**config.mk**
```make
export PLATFORM = sky130hd
export DESIGN_NAME = spi_frame_rx
export DESIGN_NICKNAME = d
export VERILOG_FILES = /design/src/rtl/spi_regs_pkg.sv /design/src/rtl/spi_in_sync.sv /design/src/rtl/spi_frame_rx.sv
export SDC_FILE = /design/constraint.sdc
export NUM_CORES = 1
export LEC_CHECK = 0
export ABC_CLOCK_PERIOD_IN_PS = 1570
export BUFFER_PORTS_ARGS = -buffer_cell sky130_fd_sc_hd__buf_4
export CAP_MARGIN = 30
export CORE_MARGIN = 2
export CORE_UTILIZATION = 45
export DETAILED_ROUTE_END_ITERATION = 10
export PLACE_DENSITY = 0.73
export SYNTH_ARGS = -nofsm -noshare
export SYNTH_HDL_FRONTEND = slang
export SYNTH_HIERARCHICAL = 1
export SYNTH_SLANG_ARGS = --single-unit
```
**constraint.sdc**
```tcl
create_clock -name clk -period 1.57 [get_ports clk]
set_input_delay 0.314 -clock clk [delete_from_list [all_inputs] [get_ports clk]]
set_output_delay 0.314 -clock clk [all_outputs]
set_load 0.01 [all_outputs]
```
**src/rtl/spi_regs_pkg.sv**
```systemverilog
// Shared constants and types for the SPI frame receiver and the register bank behind it.
package spi_regs_pkg;

   localparam int unsigned FRAME_BITS  = 16;
   localparam int unsigned ADDR_BITS   = 8;
   localparam int unsigned SYNC_STAGES = 2;

   // Register addresses decoded by the downstream register bank
   localparam logic [7:0] REG_LED    = 8'h07;
   localparam logic [7:0] REG_MUX    = 8'h08;
   localparam logic [7:0] REG_ERRCLR = 8'hFF;

   typedef enum logic [1:0] {
      StIdle,
      StShift,
      StDone
   } rx_state_e;

endpackage

```
**src/rtl/spi_in_sync.sv**
```systemverilog
// Synchronizer for one asynchronous SPI line: SyncStages flops plus a history flop.
// Edges are reported for exactly one clk when the synchronized level changes.
module spi_in_sync #(
   parameter int unsigned SyncStages = 2,
   parameter logic        ResetVal   = 1'b0
) (
   input  logic clk,
   input  logic rst,
   input  logic d_i,
   output logic level_o,
   output logic rise_o,
   output logic fall_o
);

   logic [SyncStages-1:0] sync_q;
   logic                  hist_q;

   // Shift the async input through the chain; history holds the previous synchronized level
   always_ff @(posedge clk or posedge rst) begin
      if (rst) begin
         sync_q <= {SyncStages{ResetVal}};
         hist_q <= ResetVal;
      end else begin
         sync_q <= {sync_q[SyncStages-2:0], d_i};
         hist_q <= sync_q[SyncStages-1];
      end
   end

   // Level and edge detection from the last sync stage against history
   always_comb begin
      level_o = sync_q[SyncStages-1];
      rise_o  = sync_q[SyncStages-1] & ~hist_q;
      fall_o  = ~sync_q[SyncStages-1] & hist_q;
   end

endmodule

```
**src/rtl/spi_frame_rx.sv**
```systemverilog
// SPI slave front-end: oversamples SCK/CS/MOSI/SPECIAL in the clk domain, collects one frame
// per CS-low window and emits a single write strobe when the frame has exactly FrameBits bits.
// Optional error counter output err_count_o is present when SPI_FRAME_ERR_CNT_EN is defined.
module spi_frame_rx
   import spi_regs_pkg::*;
#(
   parameter int unsigned FrameBits  = FRAME_BITS,
   parameter int unsigned AddrBits   = ADDR_BITS,
   parameter int unsigned SyncStages = SYNC_STAGES
) (
   input  logic                          clk,
   input  logic                          rst,
   input  logic                          spi_sck_i,
   input  logic                          spi_cs_i,
   input  logic                          spi_mosi_i,
   input  logic                          spi_special_i,
   output logic                          wr_valid_o,
   output logic [AddrBits-1:0]           wr_addr_o,
   output logic [FrameBits-AddrBits-1:0] wr_data_o,
   output logic                          frame_err_o,
`ifdef SPI_FRAME_ERR_CNT_EN
   output logic [7:0]                    err_count_o,
`endif
   output logic                          busy_o
);

   localparam int unsigned DataBits = FrameBits - AddrBits;
   // Count must hold FrameBits+1 so an overlong frame can never wrap onto FrameBits
   localparam int unsigned CntW     = $clog2(FrameBits + 2);

   logic sck_fall, cs_rise, cs_fall, mosi_level, spc_level, spc_rise;
   logic unused_sync;
   logic sck_level_unused, sck_rise_unused, cs_level_unused;
   logic mosi_rise_unused, mosi_fall_unused, spc_fall_unused;

   rx_state_e             state_q, state_d;
   logic [FrameBits-1:0]  shift_q, shift_d;
   logic [CntW-1:0]       cnt_q, cnt_d;
   logic                  pend_q, pend_d;
   logic                  wr_valid_q, wr_valid_d;
   logic                  frame_err_q, frame_err_d;
   logic [AddrBits-1:0]   wr_addr_q, wr_addr_d;
   logic [DataBits-1:0]   wr_data_q, wr_data_d;

   spi_in_sync #(.SyncStages(SyncStages), .ResetVal(1'b1)) u_sync_sck (
      .clk     (clk),
      .rst     (rst),
      .d_i     (spi_sck_i),
      .level_o (sck_level_unused),
      .rise_o  (sck_rise_unused),
      .fall_o  (sck_fall)
   );

   spi_in_sync #(.SyncStages(SyncStages), .ResetVal(1'b1)) u_sync_cs (
      .clk     (clk),
      .rst     (rst),
      .d_i     (spi_cs_i),
      .level_o (cs_level_unused),
      .rise_o  (cs_rise),
      .fall_o  (cs_fall)
   );

   spi_in_sync #(.SyncStages(SyncStages), .ResetVal(1'b0)) u_sync_mosi (
      .clk     (clk),
      .rst     (rst),
      .d_i     (spi_mosi_i),
      .level_o (mosi_level),
      .rise_o  (mosi_rise_unused),
      .fall_o  (mosi_fall_unused)
   );

   spi_in_sync #(.SyncStages(SyncStages), .ResetVal(1'b0)) u_sync_spc (
      .clk     (clk),
      .rst     (rst),
      .d_i     (spi_special_i),
      .level_o (spc_level),
      .rise_o  (spc_rise),
      .fall_o  (spc_fall_unused)
   );

   // Collect the synchronizer outputs this block has no use for
   always_comb begin
      unused_sync = ^{sck_level_unused, sck_rise_unused, cs_level_unused,
                      mosi_rise_unused, mosi_fall_unused, spc_fall_unused};
   end

   // Next-state logic: frame collection, validation and strobe generation
   always_comb begin
      state_d     = state_q;
      shift_d     = shift_q;
      cnt_d       = cnt_q;
      pend_d      = pend_q;
      wr_valid_d  = 1'b0;
      frame_err_d = 1'b0;
      wr_addr_d   = wr_addr_q;
      wr_data_d   = wr_data_q;
      unique case (state_q)
         StIdle: begin
            pend_d = 1'b0;
            // pend_q carries a CS fall that arrived while DONE was being handled
            if ((cs_fall && !spc_level) || pend_q) begin
               state_d = StShift;
               shift_d = '0;
               cnt_d   = '0;
            end
         end
         StShift: begin
            if (spc_rise) begin
               state_d     = StIdle;
               frame_err_d = 1'b1;
            end else begin
               // A bit arriving in the same clk as CS rising still belongs to this frame
               if (sck_fall) begin
                  shift_d = {shift_q[FrameBits-2:0], mosi_level};
                  if (cnt_q != CntW'(FrameBits + 1)) begin
                     cnt_d = cnt_q + 1'b1;
                  end
               end
               if (cs_rise) begin
                  state_d = StDone;
               end
            end
         end
         StDone: begin
            if (cnt_q == CntW'(FrameBits)) begin
               wr_valid_d = 1'b1;
               wr_addr_d  = shift_q[FrameBits-1 -: AddrBits];
               wr_data_d  = shift_q[DataBits-1:0];
            end else begin
               frame_err_d = 1'b1;
            end
            if (cs_fall && !spc_level) begin
               pend_d = 1'b1;
            end
            state_d = StIdle;
         end
         default: begin
            state_d = StIdle;
         end
      endcase
   end

   // State and output registers
   always_ff @(posedge clk or posedge rst) begin
      if (rst) begin
         state_q     <= StIdle;
         shift_q     <= '0;
         cnt_q       <= '0;
         pend_q      <= 1'b0;
         wr_valid_q  <= 1'b0;
         frame_err_q <= 1'b0;
         wr_addr_q   <= '0;
         wr_data_q   <= '0;
      end else begin
         state_q     <= state_d;
         shift_q     <= shift_d;
         cnt_q       <= cnt_d;
         pend_q      <= pend_d;
         wr_valid_q  <= wr_valid_d;
         frame_err_q <= frame_err_d;
         wr_addr_q   <= wr_addr_d;
         wr_data_q   <= wr_data_d;
      end
   end

`ifdef SPI_FRAME_ERR_CNT_EN
   logic [7:0] err_cnt_q, err_cnt_d;

   // Saturating error counter, cleared by a valid write to the error-clear address
   always_comb begin
      err_cnt_d = err_cnt_q;
      if (frame_err_d) begin
         if (err_cnt_q != 8'hFF) begin
            err_cnt_d = err_cnt_q + 8'd1;
         end
      end else if (wr_valid_d && (wr_addr_d == AddrBits'(REG_ERRCLR))) begin
         err_cnt_d = 8'h00;
      end
   end

   // Error counter register
   always_ff @(posedge clk or posedge rst) begin
      if (rst) begin
         err_cnt_q <= 8'h00;
      end else begin
         err_cnt_q <= err_cnt_d;
      end
   end

   assign err_count_o = err_cnt_q;
`endif

   // Registered outputs; busy reflects frame collection in progress
   always_comb begin
      wr_valid_o  = wr_valid_q;
      frame_err_o = frame_err_q;
      wr_addr_o   = wr_addr_q;
      wr_data_o   = wr_data_q;
      busy_o      = (state_q == StShift);
   end

endmodule
```
==> results of run 1 <==
## what timing repair did
| item | 4_1_cts | 5_1_grt |
|---|---|---|
| endpoints found under the hold margin | 5 | 0 |
| pin swaps | 1 | 0 |
| cloned | 0 | 0 |
| endpoints found under the setup margin | 22 | 23 |
| setup buffers | 1 | 1 |
| hold buffers | 1 | 0 |
| resized for setup | 5 | 4 |
## worst max-delay path: cells and delay by family (launching register included)
kind	cells	cell delay, ps
muxes	1	280
and+or+nand+nor	2	390
DFF	1	530
AOI/OAI and AO/OA	2	390
## metal layers
layer | vias to the layer above | global-route usage, % | wire (um)
met5 | - | 0 | 0
li1 | 688 | - | -
met3 | 2 | 5.624 | 137
met1 | 683 | 17.66 | 1598
met2 | 22 | 25.60 | 1765
met4 | 0 | 4.444 | 17
## final timing paths
| check | from | endpoint | slack (ps) |
|---|---|---|---|
| worst max-delay path | u_sync_cs/sync_q[1]$_DFF_PP1_ | cnt_q[0]$_DFFE_PP0P_ | -130 |
| worst min-delay path | spi_sck_i | u_sync_sck/sync_q[0]$_DFF_PP1_ | 120 |
| worst max register to register | u_sync_cs/sync_q[1]$_DFF_PP1_ | cnt_q[0]$_DFFE_PP0P_ | -130 |
| worst min register to register | u_sync_mosi/sync_q[0]$_DFF_PP0_ | u_sync_mosi/sync_q[1]$_DFF_PP0_ | 350 |
| max in group asynchronous | rst | shift_q[10]$_DFFE_PP0P_ | 510 |
| min in group asynchronous | rst | u_sync_mosi/sync_q[1]$_DFF_PP0_ | 430 |
## registers in the layout (all words and copies together), names as in the netlist
register            count
shift_q                16
u_sync_cs/sync_q        2
u_sync_mosi/sync_q      2
wr_addr_o               8
u_sync_cs/hist_q        1
frame_err_o             1
pend_q                  1
wr_valid_o              1
u_sync_sck/sync_q       2
u_sync_spc/hist_q       1
cnt_q                   5
u_sync_spc/sync_q       2
state_q                 2
wr_data_o               8
u_sync_sck/hist_q       1
## where the power goes
part           internal [mW]  total, mW  switching, mW
clock network          0.358      0.779          0.421
registers               1.48       1.57         0.0806
logic                  0.564       1.22          0.658
total                   2.41       3.57           1.16
## layout make-up
| type | instances | area [um2] |
|---|---|---|
| fillers | 406 | 2006 |
| multi-input cells | 110 | 800.8 |
| repair buffers | 42 | 354.1 |
| inverters | 13 | 48.80 |
| clock buffers | 6 | 82.58 |
| clock inverters | 2 | 13.76 |
| flip-flops and latches | 53 | 1334 |
| well taps | 67 | 83.83 |
==> flow_summary.yaml, run 1 <==
outcome:
  status: "finished with violations"
  violations: "setup timing"
sta:
  hold-worst-slack_ps: 118.2
  slew_headroom_pct: 74.26
  finalSetupViolCount: 21
  timing.final.crit_share_pct: 108.2
  fin_ws_ps: -128.6
  drv_slew: 0
  finClkSkew_ps: 9.092
  hold_violations: 0
  tightest_slew_ps: 385.7
  rsz0062_at_grt: "true"
  fmax_mhz: 588.7
  post-route-min-period_ps: 1699
  setup-tns-final_ps: -1057
detailed_routing:
  drt-total-wl_um: 3518
  post-route-drc-count: 0
  num_vias: 1395
  first_pass_iters: 4
  postRouteAntennaNets: 0
  wire_per_inst_um: 12.01
  first_iter_violations: 74
  via_per_inst: 4.761
grt:
  antenna_found_initial: 0
  grt_pass1_vias: 1435
  overflow: 0
  grt.total_usage_pct: 15.03
  grt_pass1_wl_um: 6196
  grt_max_degree: 36
setup_path:
  required_ps: 1760
  slowest_delay_ps: 530
  reg2reg_depth: 5
  path_max_fanout: 7
  crit_slowest_cell: "dfstp_2"
  startpoint_type: "register"
  crit_path_end_kind: "register"
  crit_type: "register to register"
  arrival_ps: 1880
  cp_cell_sequence: "and2b_2, and2b_1, o22ai_4, a311oi_4, mux2_2"
floorplanning:
  die_area_um2: 5446
  dieWidth_um: 73.80
  core-area_um2: 4723
  start_util_pct: 46.41
  row_count: 25
  io_pins: 25
  chipHeight_um: 73.80
cells_and_area:
  syn_to_final_growth_pct: 23.97
  drive_gt1_share_pct: 37.17
  finalNonFillerCells: 293
  fin_area_um2: 2718
  final_common_cell: "dfrtp_1"
  final_util_pct: 57.54
  antennaDiodeCount: 0
  finalNetCount: 237
  final_cell_mix: "dfrtp_1 (47), buf_4 (36), nand2_1 (33)"
placement:
  dp_hpwl_um: 2568
  dp_cells: 282
  post-place-ws_ps: -126.5
  port_buffers: 24
  dpl_cell_area_um2: 2566
  gp_congestion: 0.7298
power_and_ir_drop:
  power_mw: 3.566
  p_leak_nw: 1.319
  max-vdd-ir-drop_v: 0.0007352
  powerDensity_nw_per_um2: 1312
clock_tree:
  cts.reportedPaths.clkPinSlew_ps: 90
  insertion_delay_ps: 300
  numCtsBuffers: 5
  ctsHtreeMaxLevel: 2
  cts_sinks: 53
  cts_buffer_depth: 2
  root_buffer: "clkbuf_8"
  cts_tree: "built"
hold_path:
  holdPathStages: 1
  hp-class: "input port to register"
logic_synthesis:
  synthesis.area_um2: 2192
  yosysWarnings: 6
  syn_avg_cell_area_um2: 11.91
  synth_cells: 184
  syn_nets: 196
job:
  cap_violations: 0
Note: power is estimated with default switching activity, not from simulation.
==> run 2: changes to the inputs <==
--- a/config.mk
+++ b/config.mk
@@ -10,6 +10,7 @@
 export CAP_MARGIN = 30
 export CORE_MARGIN = 2
 export CORE_UTILIZATION = 45
+export CTS_BUF_LIST = sky130_fd_sc_hd__clkbuf_4
 export DETAILED_ROUTE_END_ITERATION = 10
 export PLACE_DENSITY = 0.73
 export SYNTH_ARGS = -nofsm -noshare
==> flow_summary.yaml, run 2 (same netlist as run 1, synthesis figures left out) <==
detailed_routing:
  route.met3.wl_um: 136
  postRouteAntennaNets: 0
  met1_length_um: 1584
  first_iter_violations: 63
  route.met2.wl_um: 1708
  num_vias: 1419
  post-route-drc-count: 0
  drt-total-wl_um: 3477
  first_pass_iters: 4
  wire_per_inst_um: 11.83
  via_per_inst: 4.827
  top_layer_used: "met4"
sta:
  drv_slew: 0
  tightest_slew_ps: 374.9
  post-route-min-period_ps: 1703
  timing.final.crit_share_pct: 108.5
  fin_ws_ps: -133.0
  finalSetupViolCount: 21
  finClkSkew_ps: 15.47
  fmax_mhz: 587.2
  slew_headroom_pct: 74.98
  rsz0062_at_grt: "true"
  hold_violations: 0
hold_path:
  min_to: "u_sync_sck/sync_q[0]$_DFF_PP1_"
  holdPathStages: 1
  hp-class: "input port to register"
  min-delay-start: "spi_sck_i"
cells_and_area:
  final_common_cell: "dfrtp_1"
  antennaDiodeCount: 0
  largest_reg_flops: 16
  largest_register: "shift_q"
  drive_gt1_share_pct: 37.44
  syn_to_final_growth_pct: 22.77
  finalNonFillerCells: 294
  finalNetCount: 238
  final_cell_mix: "dfrtp_1 (47), buf_4 (36), nand2_1 (33)"
setup_path:
  critPathBufInv: 0
  cp_cell_sequence: "and2b_2, and2b_1, o22ai_4, a311oi_4, mux2_2"
  reg2reg_depth: 5
  crit-reg2reg-launch: "u_sync_cs/sync_q[1]$_DFF_PP1_"
  r2r_end: "cnt_q[0]$_DFFE_PP0P_"
  path_delay_family: "flip-flops"
  crit_type: "register to register"
  crit_path_end_kind: "register"
  required_ps: 1820
  startpoint_type: "register"
  reg2reg_slack_ps: -130
  slowest_delay_ps: 550
  arrival_ps: 1950
  path_max_fanout: 7
  crit_slowest_cell: "dfstp_2"
floorplanning:
  row_count: 25
  start_util_pct: 46.41
  core-area_um2: 4723
  die_area_um2: 5446
  chipHeight_um: 73.80
  dieWidth_um: 73.80
  io_pins: 25
placement:
  dp_hpwl_um: 2568
  gp_congestion: 0.7298
  port_buffers: 24
  dp_cells: 282
clock_tree:
  insertion_delay_ps: 360
  cts_sinks: 53
  cts.reportedPaths.clkPinSlew_ps: 140
  cts_tree: "built"
  root_buffer: "clkbuf_4"
  cts_buffer_depth: 2
  numCtsBuffers: 5
  ctsHtreeMaxLevel: 2
power_and_ir_drop:
  powerDensity_nw_per_um2: 1262
  power_mw: 3.397
  max-vdd-ir-drop_v: 0.0007496
  p_leak_nw: 1.307
job:
  cap_violations: 0
grt:
  grt_pass1_wl_um: 6099
  grt_pass1_vias: 1420
  grt.total_usage_pct: 14.69
  overflow: 0
  grt_max_degree: 36
  antenna_found_initial: 0
outcome:
  status: "finished with violations"
  violations: "setup timing"
-- run 2: what timing repair did --
| item | CTS | global route |
|---|---|---|
| endpoints found under the hold margin | 15 | 0 |
| hold buffers | 1 | 0 |
| setup endpoints to repair | 22 | 23 |
| gates resized for setup | 6 | 4 |
| setup buffers | 2 | 1 |
| pin swaps | 1 | 0 |
-- run 2: routing by layer --
metal  GRT usage [%]  up-vias
met5               0        -
met3           3.567        7
li1                -      695
met1           17.48      690
met4           6.263        0
met2           25.20       27
-- run 2: cell type report --
class | instances | area [um2]
fillers | 407 | 2032
well taps | 67 | 83.83
flip-flops and latches | 53 | 1334
clock buffers | 5 | 37.54
repair buffers | 43 | 365.4
multi-input cells | 110 | 804.5
clock inverters | 3 | 17.52
inverters | 13 | 48.80
-- run 2: worst reg2reg max path, cell delays in order, from the launching register on --
cell and delay [ps]:
dfstp_2 550, and2b_2 200, and2b_1 190, o22ai_4 290, a311oi_4 100, mux2_2 280
-- run 2: how the worst max path moves through the flow --
stage	startpoint	endpoint	slack, ps	cells after the start
floorplan	u_sync_cs/sync_q[1]$_DFF_PP1_	cnt_q[0]$_DFFE_PP0P_	-80	6
global placement	u_sync_cs/sync_q[1]$_DFF_PP1_	cnt_q[0]$_DFFE_PP0P_	-110	5
detailed placement	u_sync_cs/sync_q[1]$_DFF_PP1_	shift_q[9]$_DFFE_PP0P_	-130	5
CTS	u_sync_cs/sync_q[1]$_DFF_PP1_	cnt_q[0]$_DFFE_PP0P_	-80	5
global route	state_q[1]$_DFFE_PP0P_	cnt_q[4]$_DFFE_PP0P_	-180	6
finish	u_sync_cs/sync_q[1]$_DFF_PP1_	cnt_q[0]$_DFFE_PP0P_	-130	5
-- run 2: stage by stage --
stage / setup WS (ps) / setup TNS [ps] / cell area (um2) / utilization (%) / hold slack (ps)
floorplan: -84.67 / -391.5 / 2215 / - / 55.18
global placement: -111.9 / -1772 / 2566 / 54.33 / 203.3
detailed placement: -126.5 / -2264 / 2566 / 54.33 / 203.7
CTS: -84.46 / -1146 / 2673 / 56.58 / 29.37
global route: -182.7 / -2895 / 2691 / 56.98 / 13.88
finish: -133.0 / -1043 / 2691 / 56.98 / 46.84
-- run 2: report_power, final --
group | leakage (nW) | total [mW] | internal [mW] | switching (mW)
Combinational | 0.571 | 1.26 | 0.593 | 0.663
Sequential | 0.703 | 1.57 | 1.48 | 0.0806
Clock | 0.0326 | 0.575 | 0.171 | 0.404
==> run 3: changes to the inputs <==
--- a/config.mk
+++ b/config.mk
@@ -6,13 +6,13 @@
 export NUM_CORES = 1
 export LEC_CHECK = 0
 export ABC_CLOCK_PERIOD_IN_PS = 1570
-export BUFFER_PORTS_ARGS = -buffer_cell sky130_fd_sc_hd__buf_4
 export CAP_MARGIN = 30
 export CORE_MARGIN = 2
 export CORE_UTILIZATION = 45
 export CTS_BUF_LIST = sky130_fd_sc_hd__clkbuf_4
 export DETAILED_ROUTE_END_ITERATION = 10
-export PLACE_DENSITY = 0.73
+export DONT_BUFFER_PORTS = 1
+export PLACE_DENSITY = 0.69
 export SYNTH_ARGS = -nofsm -noshare
 export SYNTH_HDL_FRONTEND = slang
 export SYNTH_HIERARCHICAL = 1
==> flow_summary.yaml, run 3 (same netlist as run 1, synthesis figures left out) <==
grt:
  grt_pass1_vias: 1353
  grt_max_degree: 43
  antenna_found_initial: 0
  overflow: 0
  grt.total_usage_pct: 15.50
  grt_pass1_wl_um: 6320
placement:
  port_buffers: 0
  gp_congestion: 0.6912
  post-place-ws_ps: -135.5
  dp_hpwl_um: 2708
  dp_cells: 259
floorplanning:
  core-area_um2: 4723
  row_count: 25
  chipHeight_um: 73.80
  die_area_um2: 5446
  dieWidth_um: 73.80
  io_pins: 25
  start_util_pct: 46.41
detailed_routing:
  wire_per_inst_um: 14.43
  first_pass_iters: 4
  via_per_inst: 5.133
  drt-total-wl_um: 4011
  num_vias: 1427
  route.met3.wl_um: 197
  met1_length_um: 1682
  top_layer_used: "met4"
  post-route-drc-count: 0
  route.met2.wl_um: 2070
  first_iter_violations: 53
  postRouteAntennaNets: 0
power_and_ir_drop:
  max-vdd-ir-drop_v: 0.0008623
  powerDensity_nw_per_um2: 1342
  power_mw: 3.497
  p_leak_nw: 1.230
hold_path:
  hp-class: "input port to async pin"
sta:
  drv_slew: 0
  rsz0062_at_grt: "true"
  finClkSkew_ps: 10.67
  hold-worst-slack_ps: 293.8
  hold_violations: 0
  slew_headroom_pct: 64.63
  fin_ws_ps: -153.1
  tightest_slew_ps: 530.6
  timing.final.crit_share_pct: 109.8
  setup-tns-final_ps: -1501
  post-route-min-period_ps: 1723
  finalSetupViolCount: 22
  fmax_mhz: 580.3
cells_and_area:
  drive_gt1_share_pct: 31.28
  largest_reg_flops: 16
  finalNetCount: 222
  final_common_cell: "dfrtp_1"
  final_cell_mix: "dfrtp_1 (47), nand2_1 (33), o21ai_0 (22)"
  finalNonFillerCells: 278
  syn_to_final_growth_pct: 18.89
  nFillCells: 398
  largest_register: "shift_q"
  antennaDiodeCount: 0
clock_tree:
  cts.reportedPaths.clkPinSlew_ps: 140
  cts_sinks: 53
  ctsHtreeMaxLevel: 2
  root_buffer: "clkbuf_4"
  insertion_delay_ps: 370
  cts_tree: "built"
  numCtsBuffers: 5
  cts_buffer_depth: 2
setup_path:
  cp_common_cell: "and2b_2"
  crit_slowest_cell: "dfstp_2"
  critPathBufInv: 1
  arrival_ps: 2000
  cp_cell_sequence: "and2b_2, and2b_2, o22ai_2, buf_12, a311oi_4, mux2_2"
  path_delay_family: "flip-flops"
  startpoint_type: "register"
  required_ps: 1840
  path_max_fanout: 8
  slowest_delay_ps: 550
  crit_type: "register to register"
  crit_path_end_kind: "register"
outcome:
  status: "finished with violations"
  violations: "setup timing"
job:
  cap_violations: 0
## run 3: cell types whose count changed in the layout (fill, tap and decap cells not counted), sizes merged
| cell | previous run | this run |
|---|---|---|
| dlygate4sd3 | 1 | 5 |
| buf | 42 | 22 |
| inv | 13 | 14 |
| clkinv | 3 | 2 |
## run 3: final timing paths
path | start | end | slack, ps | cells after the start
max in group asynchronous | rst | state_q[0]$_DFFE_PP0P_ | 610 | 3
min in group clk | u_sync_cs/sync_q[0]$_DFF_PP1_ | u_sync_cs/sync_q[1]$_DFF_PP1_ | 370 | 0
min | rst | u_sync_mosi/sync_q[0]$_DFF_PP0_ | 290 | 2
max reg2reg | u_sync_cs/sync_q[1]$_DFF_PP1_ | cnt_q[0]$_DFFE_PP0P_ | -150 | 6
min reg2reg | u_sync_cs/sync_q[0]$_DFF_PP1_ | u_sync_cs/sync_q[1]$_DFF_PP1_ | 370 | 0
max | u_sync_cs/sync_q[1]$_DFF_PP1_ | cnt_q[0]$_DFFE_PP0P_ | -150 | 6
## run 3: cell type report
class | count | area (um2) | share of cell area [%]
inverters | 13 | 48.80 | 1.872
clock buffers | 5 | 37.54 | 1.440
repair buffers | 27 | 262.8 | 10.08
flip-flops and latches | 53 | 1334 | 51.18
clock inverters | 3 | 16.27 | 0.6241
well taps | 67 | 83.83 | 3.217
multi-input cells | 110 | 823.3 | 31.59
## run 3: report_power, final
| group | leakage [nW] | internal (mW) | switching [mW] |
|---|---|---|---|
| sequential | 0.703 | 1.49 | 0.102 |
| clock | 0.0307 | 0.172 | 0.422 |
| combinational | 0.496 | 0.653 | 0.663 |
| total | 1.23 | 2.31 | 1.19 |
## run 3: layer usage
| layer | GRT usage [%] | vias to the layer above |
|---|---|---|
| met3 | 4.252 | 8 |
| met5 | 0 | - |
| met2 | 27.08 | 37 |
| met1 | 18.21 | 717 |
| li1 | - | 665 |
| met4 | 5.455 | 0 |
## run 3: stage by stage
stage | instance area [um2] | util, %
after floorplan | 2215 | -
after global placement | 2394 | 50.68
after detailed placement | 2394 | 50.68
after CTS | 2515 | 53.25
after global routing | 2606 | 55.18
final | 2606 | 55.18
## run 3: timing repair
item | 4_1_cts | 5_1_grt
hold endpoints to repair | 57 | 0
gates resized for setup | 6 | 10
hold buffers | 5 | 0
pin swaps | 0 | 3
setup endpoints to repair | 37 | 38
buffers inserted | 0 | 5
cloned | 0 | 1
## run 3: worst reg2reg max path: stages (launching register included)
cell and delay [ps]:
dfstp_2 550, and2b_2 200, and2b_2 220, o22ai_2 190, buf_12 160, a311oi_4 50
mux2_2 280
